**src/rtl/packet_io.sv**
```systemverilog
// Packet buffer front-end: stores an incoming byte stream in memory, hands memory
// to a program executor, then streams the stored packet back out.
module packet_io #(
   parameter int unsigned PKT_BASE  = 128,
   parameter int unsigned CODE_ADDR = 64,
   parameter int unsigned MAX_LEN   = 64,
   parameter int unsigned TIMEOUT   = 4096
) (
   input  logic        clk,
   input  logic        rst,
   input  logic        rx_valid_i,
   input  logic [7:0]  rx_data_i,
   input  logic        rx_last_i,
   output logic        rx_ready_o,
   output logic        mem_ce_o,
   output logic        mem_we_o,
   output logic [31:0] mem_addr_o,
   output logic [3:0]  mem_width_o,
   output logic [31:0] mem_data_o,
   input  logic [31:0] mem_data_i,
   output logic        exec_start_o,
   output logic [31:0] exec_addr_o,
   input  logic        exec_done_i,
   output logic        tx_valid_o,
   output logic [7:0]  tx_data_o,
   output logic        tx_last_o,
   input  logic        tx_ready_i,
   output logic        timeout_o
);

   localparam int unsigned AW  = 32;
   localparam int unsigned CW  = 16;
   localparam int unsigned WDW = 32;
   localparam logic [CW-1:0]  LAST_IDX = CW'(MAX_LEN - 1);
   localparam logic [WDW-1:0] WD_LIMIT = WDW'(TIMEOUT - 1);

   typedef enum logic [2:0] {IDLE, RECV, DROP, EXEC, READ, SEND} state_e;

   state_e         state_q, state_d;
   logic [CW-1:0]  cnt_q, cnt_d;
   logic [CW-1:0]  idx_q, idx_d;
   logic [CW-1:0]  len_q, len_d;
   logic [WDW-1:0] wdog_q, wdog_d;
   logic [7:0]     tx_data_q, tx_data_d;
   logic           is_last;
   logic           rx_xfer;
   logic           mem_rdata_unused;

   assign mem_rdata_unused = ^mem_data_i[31:8];
   assign tx_data_o        = tx_data_q;

   // State and datapath registers
   always_ff @(posedge clk) begin
      if (rst) begin
         state_q   <= IDLE;
         cnt_q     <= '0;
         idx_q     <= '0;
         len_q     <= '0;
         wdog_q    <= '0;
         tx_data_q <= '0;
      end else begin
         state_q   <= state_d;
         cnt_q     <= cnt_d;
         idx_q     <= idx_d;
         len_q     <= len_d;
         wdog_q    <= wdog_d;
         tx_data_q <= tx_data_d;
      end
   end

   // Next-state and output decode
   always_comb begin
      state_d      = state_q;
      cnt_d        = cnt_q;
      idx_d        = idx_q;
      len_d        = len_q;
      wdog_d       = wdog_q;
      tx_data_d    = tx_data_q;
      rx_ready_o   = 1'b0;
      mem_ce_o     = 1'b0;
      mem_we_o     = 1'b0;
      mem_addr_o   = '0;
      mem_width_o  = 4'd0;
      mem_data_o   = '0;
      exec_start_o = 1'b0;
      exec_addr_o  = '0;
      tx_valid_o   = 1'b0;
      tx_last_o    = 1'b0;
      timeout_o    = 1'b0;
      is_last      = (idx_q == (len_q - 16'd1));
      rx_xfer      = 1'b0;

      case (state_q)
         IDLE, RECV: begin
            // Held off during reset so a byte offered in a reset cycle is never stored
            rx_ready_o = ~rst;
            rx_xfer    = rx_valid_i & ~rst;
            if (rx_xfer) begin
               mem_ce_o    = 1'b1;
               mem_we_o    = 1'b1;
               mem_width_o = 4'd1;
               mem_addr_o  = AW'(PKT_BASE) + AW'(cnt_q);
               mem_data_o  = {24'b0, rx_data_i};
               cnt_d       = cnt_q + 16'd1;
               if (rx_last_i || (cnt_q == LAST_IDX)) begin
                  len_d   = cnt_q + 16'd1;
                  wdog_d  = '0;
                  state_d = rx_last_i ? EXEC : DROP;
               end else begin
                  state_d = RECV;
               end
            end
         end
         DROP: begin
            rx_ready_o = ~rst;
            rx_xfer    = rx_valid_i & ~rst;
            if (rx_xfer && rx_last_i) begin
               wdog_d  = '0;
               state_d = EXEC;
            end
         end
         EXEC: begin
            exec_start_o = 1'b1;
            exec_addr_o  = AW'(CODE_ADDR);
            if (exec_done_i) begin
               idx_d   = '0;
               state_d = READ;
            end else if (wdog_q == WD_LIMIT) begin
               timeout_o = 1'b1;
               cnt_d     = '0;
               state_d   = IDLE;
            end else begin
               wdog_d = wdog_q + 32'd1;
            end
         end
         READ: begin
            mem_ce_o    = 1'b1;
            mem_width_o = 4'd1;
            mem_addr_o  = AW'(PKT_BASE) + AW'(idx_q);
            tx_data_d   = mem_data_i[7:0];
            state_d     = SEND;
         end
         SEND: begin
            tx_valid_o = 1'b1;
            tx_last_o  = is_last;
            if (tx_ready_i) begin
               if (is_last) begin
                  cnt_d   = '0;
                  state_d = IDLE;
               end else begin
                  idx_d   = idx_q + 16'd1;
                  state_d = READ;
               end
            end
         end
         default: state_d = IDLE;
      endcase
   end

endmodule

```
**config.mk**
```make
export PLATFORM = sky130hd
export DESIGN_NAME = packet_io
export DESIGN_NICKNAME = d
export VERILOG_FILES = /design/src/rtl/packet_io.sv
export SDC_FILE = /design/constraint.sdc
export NUM_CORES = 1
export LEC_CHECK = 0
export CORE_MARGIN = 8
export CORE_UTILIZATION = 53
export DETAILED_ROUTE_END_ITERATION = 7
export PLACE_DENSITY_LB_ADDON = 0.08
export SLEW_MARGIN = 0
export SYNTH_ARGS = -nofsm -noshare
export SYNTH_HDL_FRONTEND = slang
export SYNTH_SLANG_ARGS = --single-unit
export TNS_END_PERCENT = 100
```
**constraint.sdc**
```tcl
create_clock -name clk -period 5.5 [get_ports clk]
set_input_delay 0.825 -clock clk [delete_from_list [all_inputs] [get_ports clk]]
set_output_delay 0.825 -clock clk [all_outputs]
set_load 0.05 [all_outputs]
```
==> impl_metrics.toml, run 1 <==
[timing]
max_freq_mhz = 221.7
maxSlewHeadroom_pct = 23.83
final-setup-viol-count = 0
period_share_pct = 82.02
final.setup.worst_slack_ns = 0.9887
hold_slack_ns = 0.4562
drv_slew = 0
clock_skew_ns = 0.008149
min_period_ns = 4.511
tightestPinTransition_ns = 1.141
finalHoldViolCount = 0
rsz0062_at_grt = "no"
setup_tns_ns = 0

[setup_path]
cp-startpoint = "len_q[0]"
cp_max_fo = 6
crit_chain = "inv_1 -> ha_1 -> nor4b_4 -> a31oi_1 -> nand4b_1 -> or4_1 -> a2111o_2 -> nor2_1 -> clkdlybuf4s50_1"
critical-path-top-delay-family = "simple AND/OR/NAND/NOR gates"
cp-start-kind = "flop"
end_kind = "output pin"
r2r_slack_ns = 1.90
worstSetupEndpoint = "tx_last_o"
crit_type = "reg2out"
cp_data_required_time_ns = 4.68
max_stage_delay_ns = 0.85
r2r-start = "len_q[0]"
worstReg2RegEnd = "idx_q[2]"
crit_buf_inv = 2
cp.depth = 9
r2r_cells = 10
crit_slowest_cell = "clkdlybuf4s50_1"
crit_arrival_ns = 3.69

[synthesis]
synthArstFlopShare_pct = 0
synth.distinct_cells = 73
ys_seq_area_share_pct = 30.52
postSynthCellCount = 750
synth_top_flop_cell = "dfxtp_1"
synth_area_sq_mm = 0.005969
ys_ff_latch = 91
synth_edf_count = 0
yosys_warnings = 0
synth_area_per_cell_sq_um = 7.959

[power_and_ir_drop]
power_frac_comb_pct = 18.4
swShare_pct = 30.23
power_frac_seq_pct = 40.8
clkPwrFrac_pct = 40.8
internal_power_w = 0.001174
p_per_area_mw_per_mm2 = 254.8
irDropWorstVdd_mv = 0.2505
p_leak_nw = 2.520
switchingPower_w = 0.0005087

[route]
antenna_left = 0
remaining_drc_errors = 0
num_vias = 5033
routed_wl_mm = 14.67
via_per_inst = 5.447
wl_per_cell_um = 15.88
first_pass_iters = 5
drt-initial-drc-count = 280

[cells_and_area]
syn_to_final_growth_pct = 10.65
fillers = 1012
diodes = 0
fin_nets = 831
drive_gt1_share_pct = 7.270
layout.area.seq_sq_mm = 0.001822
multiInputGateArea_sq_mm = 0.003561

[run]
drv_cap = 0

[global_routing]
grt_max_degree = 51
antenna_found_initial = 0
grt_util_all_layers_pct = 19.47
grt_pass1_wl_mm = 23.74
grt-ovfl-total = 0
grt_pass1_vias = 4809

[cts]
htreeDepth = 3
path_clk_slew_ns = 0.06
cts_buffer_depth = 2
cts_sinks = 91
cts_root_buffer = "clkbuf_16"
cts-resized-gates = 0
cts-buffers-inserted = 9
ctsHoldBuffers = 0
clkLatencyLatePin_ns = 0.35
post_cts_buffers = 0
cts_tree = "done"

[place]
place_congestion = 0.9026
hpwl_mm = 10.83
preCtsSetupSlack_ns = 1.358
io_buffers = 63

[die]
die_w_um = 122.1
rows = 38
start_util_pct = 54.59
coreArea_sq_mm = 0.01094
pin_count = 161
die_h_um = 122.1
die_area_sq_mm = 0.01492

[outcome]
status = "complete, no violations"

[hold_path]
min_path_type = "reg2reg"
==> state kept, by name, summed over array words and instances, names as in the netlist <==
name / cells
wdog_q: 32
cnt_q: 16
idx_q: 16
len_q: 16
tx_data_o: 8
state_q: 3
==> worst reg2reg max path: stages (launching register included) <==
cell	delay (ns)
dfxtp_1	0.36
inv_1	0.07
ha_1	0.25
nor4b_4	0.38
a31oi_1	0.15
nand4b_1	0.20
or4_1	0.52
a2111o_2	0.45
a21boi_4	0.76
or3_2	0.27
a21oi_2	0.05
==> layout make-up <==
cell class | count | area share, %
clock inverters | 5 | 1.250
inverters | 15 | 0.8524
flip-flops and latches | 91 | 27.58
multi-input cells | 595 | 53.91
repair buffers | 67 | 9.926
well taps | 140 | 2.652
clock buffers | 11 | 3.826
==> synth_stat cells (all sizes together) (10+ instances only) <==
cell type / instances / area (sq um)
or3: 15 / 95.09
nand3: 32 / 165.2
nand4: 14 / 87.58
nor4: 15 / 93.84
a21oi: 39 / 236.5
clkbuf: 36 / 136.4
nor3: 18 / 95.09
xnor2: 37 / 324.1
buf: 84 / 658.1
nor2: 83 / 314.1
xor2: 40 / 357.8
a211oi: 21 / 157.7
dfxtp: 91 / 1822
inv: 13 / 48.79
nand2: 64 / 242.7
o21ai: 16 / 102.6
o22ai: 10 / 62.56
and3: 28 / 176.4
==> cell usage in the layout (no fill, tap or decap), drive strengths merged, types with 14 or more instances in the layout <==
cell type	synthesis	routed
inv	13	15
nand3	32	32
conb	1	73
nor4	15	15
a21oi	39	39
nor3	18	18
xnor2	37	37
or3	15	15
dfxtp	91	91
nand4	14	14
nor2	83	83
and3	28	28
a211oi	21	21
xor2	40	40
nand2	64	64
o21ai	16	16
clkdlybuf4s50	0	62
==> power groups by stage <==
stage	sequential, W	clock, W	combinational, W
2_1_floorplan	0.000693	0	0.000301
3_3_place_gp	0.000700	0	0.000300
3_5_place_dp	0.000701	0	0.000305
4_1_cts	0.000686	0.000703	0.000306
5_1_grt	0.000688	0.000731	0.000328
6_report	0.000687	0.000688	0.000309
==> metrics by stage <==
stage,total power [W],instances,util [%],instance area [sq um]
after floorplan,0.0009936,822,-,6240
after global placement,0.001000,908,57.33,6270
after detailed placement,0.001006,908,57.33,6270
after CTS,0.001694,924,60.40,6605
after global routing,0.001748,924,60.40,6605
final,0.001683,924,60.40,6605
==> logic make-up (layout without fill, tap and decap cells) <==
kind of cell	Yosys count	count (layout)	synth area share, %
simple gates	310	310	26.64
compound gates	127	127	15.36
xor+xnor	77	77	11.42
mux	2	2	0.3354
buf+inv	136	98	14.40
flops	91	91	30.52
other cells	1	73	0.06282
fa+ha+maj	6	6	1.258
==> per-layer routing <==
metal	vias up	track usage [%]	routed length, um
li1	2529	-	-
met1	2351	23.29	6298
met2	130	33.72	7403
met3	23	4.535	711
met4	0	6.321	259
met5	-	0	0
==> how the worst min path moves through the flow <==
| stage | cells past startpoint | slack (ns) | endpoint | start |
|---|---|---|---|---|
| global placement | 2 | 0.44 | tx_data_o[7] | tx_data_o[7] |
| global route | 2 | 0.48 | tx_data_o[1] | tx_data_o[1] |
| CTS | 2 | 0.46 | tx_data_o[2] | tx_data_o[2] |
| finish | 2 | 0.46 | tx_data_o[3] | tx_data_o[3] |
| detailed placement | 2 | 0.45 | tx_data_o[2] | tx_data_o[2] |
| floorplan | 1 | 0.46 | wdog_q[0] | wdog_q[0] |
No activity file was read; power rests on OpenSTA's default activity.
==> run 2, diff against run 1 <==
--- a/config.mk
+++ b/config.mk
@@ -6,7 +6,7 @@
 export NUM_CORES = 1
 export LEC_CHECK = 0
 export CORE_MARGIN = 8
-export CORE_UTILIZATION = 53
+export CORE_UTILIZATION = 45
 export DETAILED_ROUTE_END_ITERATION = 7
 export PLACE_DENSITY_LB_ADDON = 0.08
 export SLEW_MARGIN = 0
==> constraint.sdc (replaced) <==
create_clock -name clk -period 3.8 [get_ports clk]
set_input_delay 0.57 -clock clk [delete_from_list [all_inputs] [get_ports clk]]
set_output_delay 0.57 -clock clk [all_outputs]
set_load 0.05 [all_outputs]
==> impl_metrics.toml, run 2 (synthesized netlist as in run 1, its figures left out) <==
[route]
remaining_drc_errors = 0
routed_wl_mm = 15.03
first_pass_iters = 6
antenna_left = 0
via_per_inst = 5.189
num_vias = 5013
wl_per_cell_um = 15.55
drt-initial-drc-count = 231

[setup_path]
max_stage_delay_ns = 0.54
crit_type = "reg2out"
crit_arrival_ns = 3.04
crit_buf_inv = 2
cp_max_fo = 6
cp-start-kind = "flop"
crit_slowest_cell = "a2111o_2"
cp_data_required_time_ns = 3.23
critical-path-top-delay-family = "simple AND/OR/NAND/NOR gates"
crit_chain = "inv_1 -> ha_2 -> nor4b_4 -> a31oi_1 -> nand4b_1 -> or4_1 -> a2111o_2 -> nor2_4 -> buf_12"
end_kind = "output pin"

[die]
die_w_um = 131.2
rows = 42
pin_count = 161
start_util_pct = 45.62
die_h_um = 131.2
coreArea_sq_mm = 0.01309
die_area_sq_mm = 0.01721

[power_and_ir_drop]
p_per_area_mw_per_mm2 = 344.9
clkPwrFrac_pct = 37.7
irDropWorstVdd_mv = 0.2326
swShare_pct = 32.28
switchingPower_w = 0.0007508
power_frac_seq_pct = 42.7
internal_power_w = 0.001575
power_frac_comb_pct = 19.6
p_leak_nw = 2.590

[global_routing]
use_met1_pct = 20.45
grt_util_all_layers_pct = 17.06
grtUsageMet3_pct = 4.116
grt-ovfl-total = 0
use_met2_pct = 29.55
antenna_found_initial = 0
grt_pass1_wl_mm = 24.56
grt_busiest_layer = "met2"
grt_pass1_vias = 4721
grt_max_degree = 51

[timing]
period_share_pct = 95.10
finalHoldViolCount = 0
drv_slew = 0
min_period_ns = 3.614
clock_skew_ns = 0.007974
max_freq_mhz = 276.7
rsz0062_at_grt = "no"
setup_tns_ns = 0
tightestPinTransition_ns = 0.7610
final-setup-viol-count = 0
maxSlewHeadroom_pct = 49.27

[cts]
path_clk_slew_ns = 0.07
cts-buffers-inserted = 9
cts_root_buffer = "clkbuf_16"
htreeDepth = 3
cts_tree = "done"
cts_buffer_depth = 2
cts_sinks = 91
clkLatencyLatePin_ns = 0.35
ctsHoldBuffers = 0

[cells_and_area]
fin_cells = 966
largest_reg_flops = 32
diodes = 0
final_common_cell = "dfxtp_1"
syn_to_final_growth_pct = 13.00
fillers = 1298
drive_gt1_share_pct = 10.89
top_register = "wdog_q"
fin_nets = 837
mostFrequentLayoutCells = "90 x dfxtp_1, 80 x nor2_1, 73 x conb_1"
layout.area.seq_sq_mm = 0.001823
multiInputGateArea_sq_mm = 0.003571

[outcome]
status = "complete, no violations"

[hold_path]
min_path_type = "reg2reg"

[place]
post-place-cells = 948
io_buffers = 63
place_congestion = 0.8381
hpwl_mm = 11.19

[run]
drv_cap = 0
==> run 2: cell types whose count changed in the layout (fill, tap and decap cells not counted), sizes merged <==
cell / delta
bufinv: -2
clkdlybuf4s50: -21
clkinvlp: +2
clkbuf: +1
clkinv: -1
buf: +27
==> run 2: layout make-up <==
type	instances	area share (%)
Timing Repair Buffer	73	11.65
Multi-Input combinational cell	595	52.94
Inverter	15	0.8347
Clock inverter	4	0.4823
Clock buffer	12	3.803
Sequential cell	91	27.03
Tap cell	176	3.265
==> run 2: stage by stage <==
stage | cell area (sq um) | hold slack [ns] | utilization [%] | total power [W] | worst slack [ns]
2_1_floorplan | 6240 | 0.4578 | - | 0.001438 | 0.3728
3_3_place_gp | 6430 | 0.4427 | 49.14 | 0.001459 | 0.5478
3_5_place_dp | 6430 | 0.4477 | 49.14 | 0.001465 | 0.4781
4_1_cts | 6719 | 0.4574 | 51.35 | 0.002346 | 0.08998
5_1_grt | 6745 | 0.4778 | 51.55 | 0.002421 | 0.02849
6_report | 6745 | 0.4562 | 51.55 | 0.002326 | 0.1861
==> run 2: what timing repair did <==
action	in CTS	in global routing
setup endpoints to repair	0	1
buffers inserted	0	2
endpoints found under the hold margin	0	0
resized for setup	0	4
==> run 2: worst reg2reg max path: stages, from the launching register on <==
cell and delay [ns]:
dfxtp_1 0.35, inv_1 0.08, ha_2 0.22, nor4b_4 0.36, a31oi_1 0.15, nand4b_1 0.21, or4_1 0.53, a2111o_2 0.54
buf_4 0.17, a21oi_4 0.44, mux2i_1 0.25, nor2_1 0.05
==> run 2: worst paths after layout <==
check / startpoint / endpoint / slack [ns] / cells past startpoint
worst max-delay path: len_q[1] / tx_last_o / 0.19 / 9
worst min-delay path: tx_data_o[1] / tx_data_o[1] / 0.46 / 2
worst max register to register: len_q[1] / cnt_q[4] / 0.33 / 11
worst min register to register: tx_data_o[1] / tx_data_o[1] / 0.46 / 2
==> run 2: per-layer routing <==
metal	wire length, um	vias to the layer above
met5	0	-
li1	-	2549
met4	144	0
met2	7643	118
met3	729	10
met1	6509	2336
==> run 2: power by group through the flow <==
| stage | clock network (W) | registers, W | logic, W |
|---|---|---|---|
| 6_report | 0.000876 | 0.000994 | 0.000456 |
| 5_1_grt | 0.000937 | 0.000997 | 0.000487 |
| 4_1_cts | 0.000901 | 0.000993 | 0.000452 |
| 3_5_place_dp | 0 | 0.00101 | 0.000450 |
| 3_3_place_gp | 0 | 0.00101 | 0.000445 |
| 2_1_floorplan | 0 | 0.00100 | 0.000435 |
==> run 3, diff against run 2 <==
--- a/config.mk
+++ b/config.mk
@@ -7,8 +7,11 @@
 export LEC_CHECK = 0
 export CORE_MARGIN = 8
 export CORE_UTILIZATION = 45
+export CTS_CLUSTER_SIZE = 40
 export DETAILED_ROUTE_END_ITERATION = 7
+export GPL_TIMING_DRIVEN = 0
 export PLACE_DENSITY_LB_ADDON = 0.08
+export SETUP_SLACK_MARGIN = 0.05
 export SLEW_MARGIN = 0
 export SYNTH_ARGS = -nofsm -noshare
 export SYNTH_HDL_FRONTEND = slang
==> impl_metrics.toml, run 3 (synthesized netlist as in run 1, its figures left out) <==
[timing]
drv_slew = 0
setup_tns_ns = 0
tightestPinTransition_ns = 0.6456
min_period_ns = 3.593
max_freq_mhz = 278.3
clock_skew_ns = 0.007606
maxSlewHeadroom_pct = 56.96
finalHoldViolCount = 0
final-setup-viol-count = 0
rsz0062_at_grt = "no"
period_share_pct = 94.55

[cells_and_area]
utilization_pct = 56.60
drive_gt1_share_pct = 17.48
diodes = 0
stdcell_area_sq_mm = 0.007406
mostFrequentLayoutCells = "91 x dfxtp_1, 81 x nor2_1, 78 x buf_4"
top_register = "wdog_q"
fin_nets = 951
largest_reg_flops = 32
syn_to_final_growth_pct = 24.06
fillers = 1251
final_common_cell = "dfxtp_1"

[run]
drv_cap = 0

[cts]
htreeDepth = 3
clkLatencyLatePin_ns = 0.34
cts_root_buffer = "clkbuf_16"
path_clk_slew_ns = 0.07
cts-buffers-inserted = 9
cts_tree = "done"
cts_sinks = 91
ctsHoldBuffers = 0
cts_buffer_depth = 2

[global_routing]
antenna_found_initial = 0
grt_util_all_layers_pct = 18.50
grt_max_degree = 17
grt_pass1_wl_mm = 26.71
grt-ovfl-total = 0
grt_pass1_vias = 5270

[route]
wl_per_cell_um = 15.15
remaining_drc_errors = 0
first_pass_iters = 5
drt-initial-drc-count = 267
via_per_inst = 5.113
num_vias = 5522
antenna_left = 0
routed_wl_mm = 16.36

[place]
place_congestion = 0.8734
placed_area_sq_mm = 0.007091
hpwl_mm = 12.61
io_buffers = 63

[outcome]
status = "complete, no violations"

[die]
die_w_um = 131.2
die_h_um = 131.2
die_area_sq_mm = 0.01721
pin_count = 161
rows = 42
coreArea_sq_mm = 0.01309
start_util_pct = 45.62

[power_and_ir_drop]
p_leak_nw = 3.066
p_per_area_mw_per_mm2 = 337.3
irDropWorstVdd_mv = 0.2403
design_power_total_w = 0.002498

[hold_path]
min_path_type = "reg2reg"

[setup_path]
crit_type = "reg2out"
cp_max_fo = 8
cp_data_required_time_ns = 3.23
end_kind = "output pin"
crit_arrival_ns = 3.02
cp-start-kind = "flop"
[run 3: changes by cell type in the layout (fill, tap and decap cells not counted), moves of 2 or more]
cell and delta:
buf_4 +58, clkbuf_1 +33, clkbuf_2 +14, buf_12 -10, buf_6 +7, dlygate4sd2_1 +7, bufinv_16 +2, clkbuf_8 -2
[run 3: through the flow]
stage,instances,hold WS [ns],setup WS (ns)
global route,1080,0.4751,0.05011
global placement,1061,0.4430,-0.3957
CTS,1077,0.4617,0.01661
detailed placement,1061,0.4500,-0.4548
finish,1080,0.4577,0.2070
floorplan,822,0.4578,0.3728
[run 3: final timing paths]
| kind | from | end | slack, ns | cells past startpoint |
|---|---|---|---|---|
| max | len_q[5] | tx_last_o | 0.21 | 7 |
| min | tx_data_o[7] | tx_data_o[7] | 0.46 | 2 |
| max reg2reg | len_q[5] | idx_q[0] | 0.36 | 11 |
| min reg2reg | tx_data_o[7] | tx_data_o[7] | 0.46 | 2 |
[run 3: power breakdown]
| part | switching, W | leakage, nW | internal, W | total (W) |
|---|---|---|---|---|
| Clock | 0.000391 | 0.156 | 0.000581 | 0.000972 |
| Sequential | 0.0000172 | 0.735 | 0.000968 | 0.000985 |
| Combinational | 0.000359 | 2.18 | 0.000182 | 0.000541 |
[run 3: critical path: stages, from the launching register on]
cell,delay [ns]
dfxtp_1,0.39
or4_4,0.59
o31ai_2,0.22
nand4b_1,0.15
or4_1,0.52
a2111o_2,0.53
nor2_2,0.12
buf_6,0.17
[run 3: timing repair]
action / 4_1_cts / 5_1_grt
gates resized for setup: 31 / 33
setup buffers: 0 / 3
pin swaps: 0 / 1
endpoints found under the setup margin: 21 / 40
[run 3: cell type report]
| class | count | area, sq um | area share, % |
|---|---|---|---|
| Clock inverter | 7 | 98.84 | 1.335 |
| Inverter | 15 | 56.30 | 0.7603 |
| Sequential cell | 91 | 1822 | 24.60 |
| Tap cell | 176 | 220.2 | 2.973 |
| Clock buffer | 9 | 225.2 | 3.041 |
| Timing Repair Buffer | 66 | 585.6 | 7.907 |
| Multi-Input combinational cell | 595 | 3592 | 48.50 |
| Buffer | 121 | 805.8 | 10.88 |
[run 3: layer usage]
metal | routed length [um] | up-vias | track usage [%]
met1 | 6782 | 2579 | 21.51
met3 | 745 | 34 | 3.659
met4 | 499 | 0 | 7.618
li1 | - | 2767 | -
met2 | 8337 | 142 | 32.49
met5 | 0 | - | 0
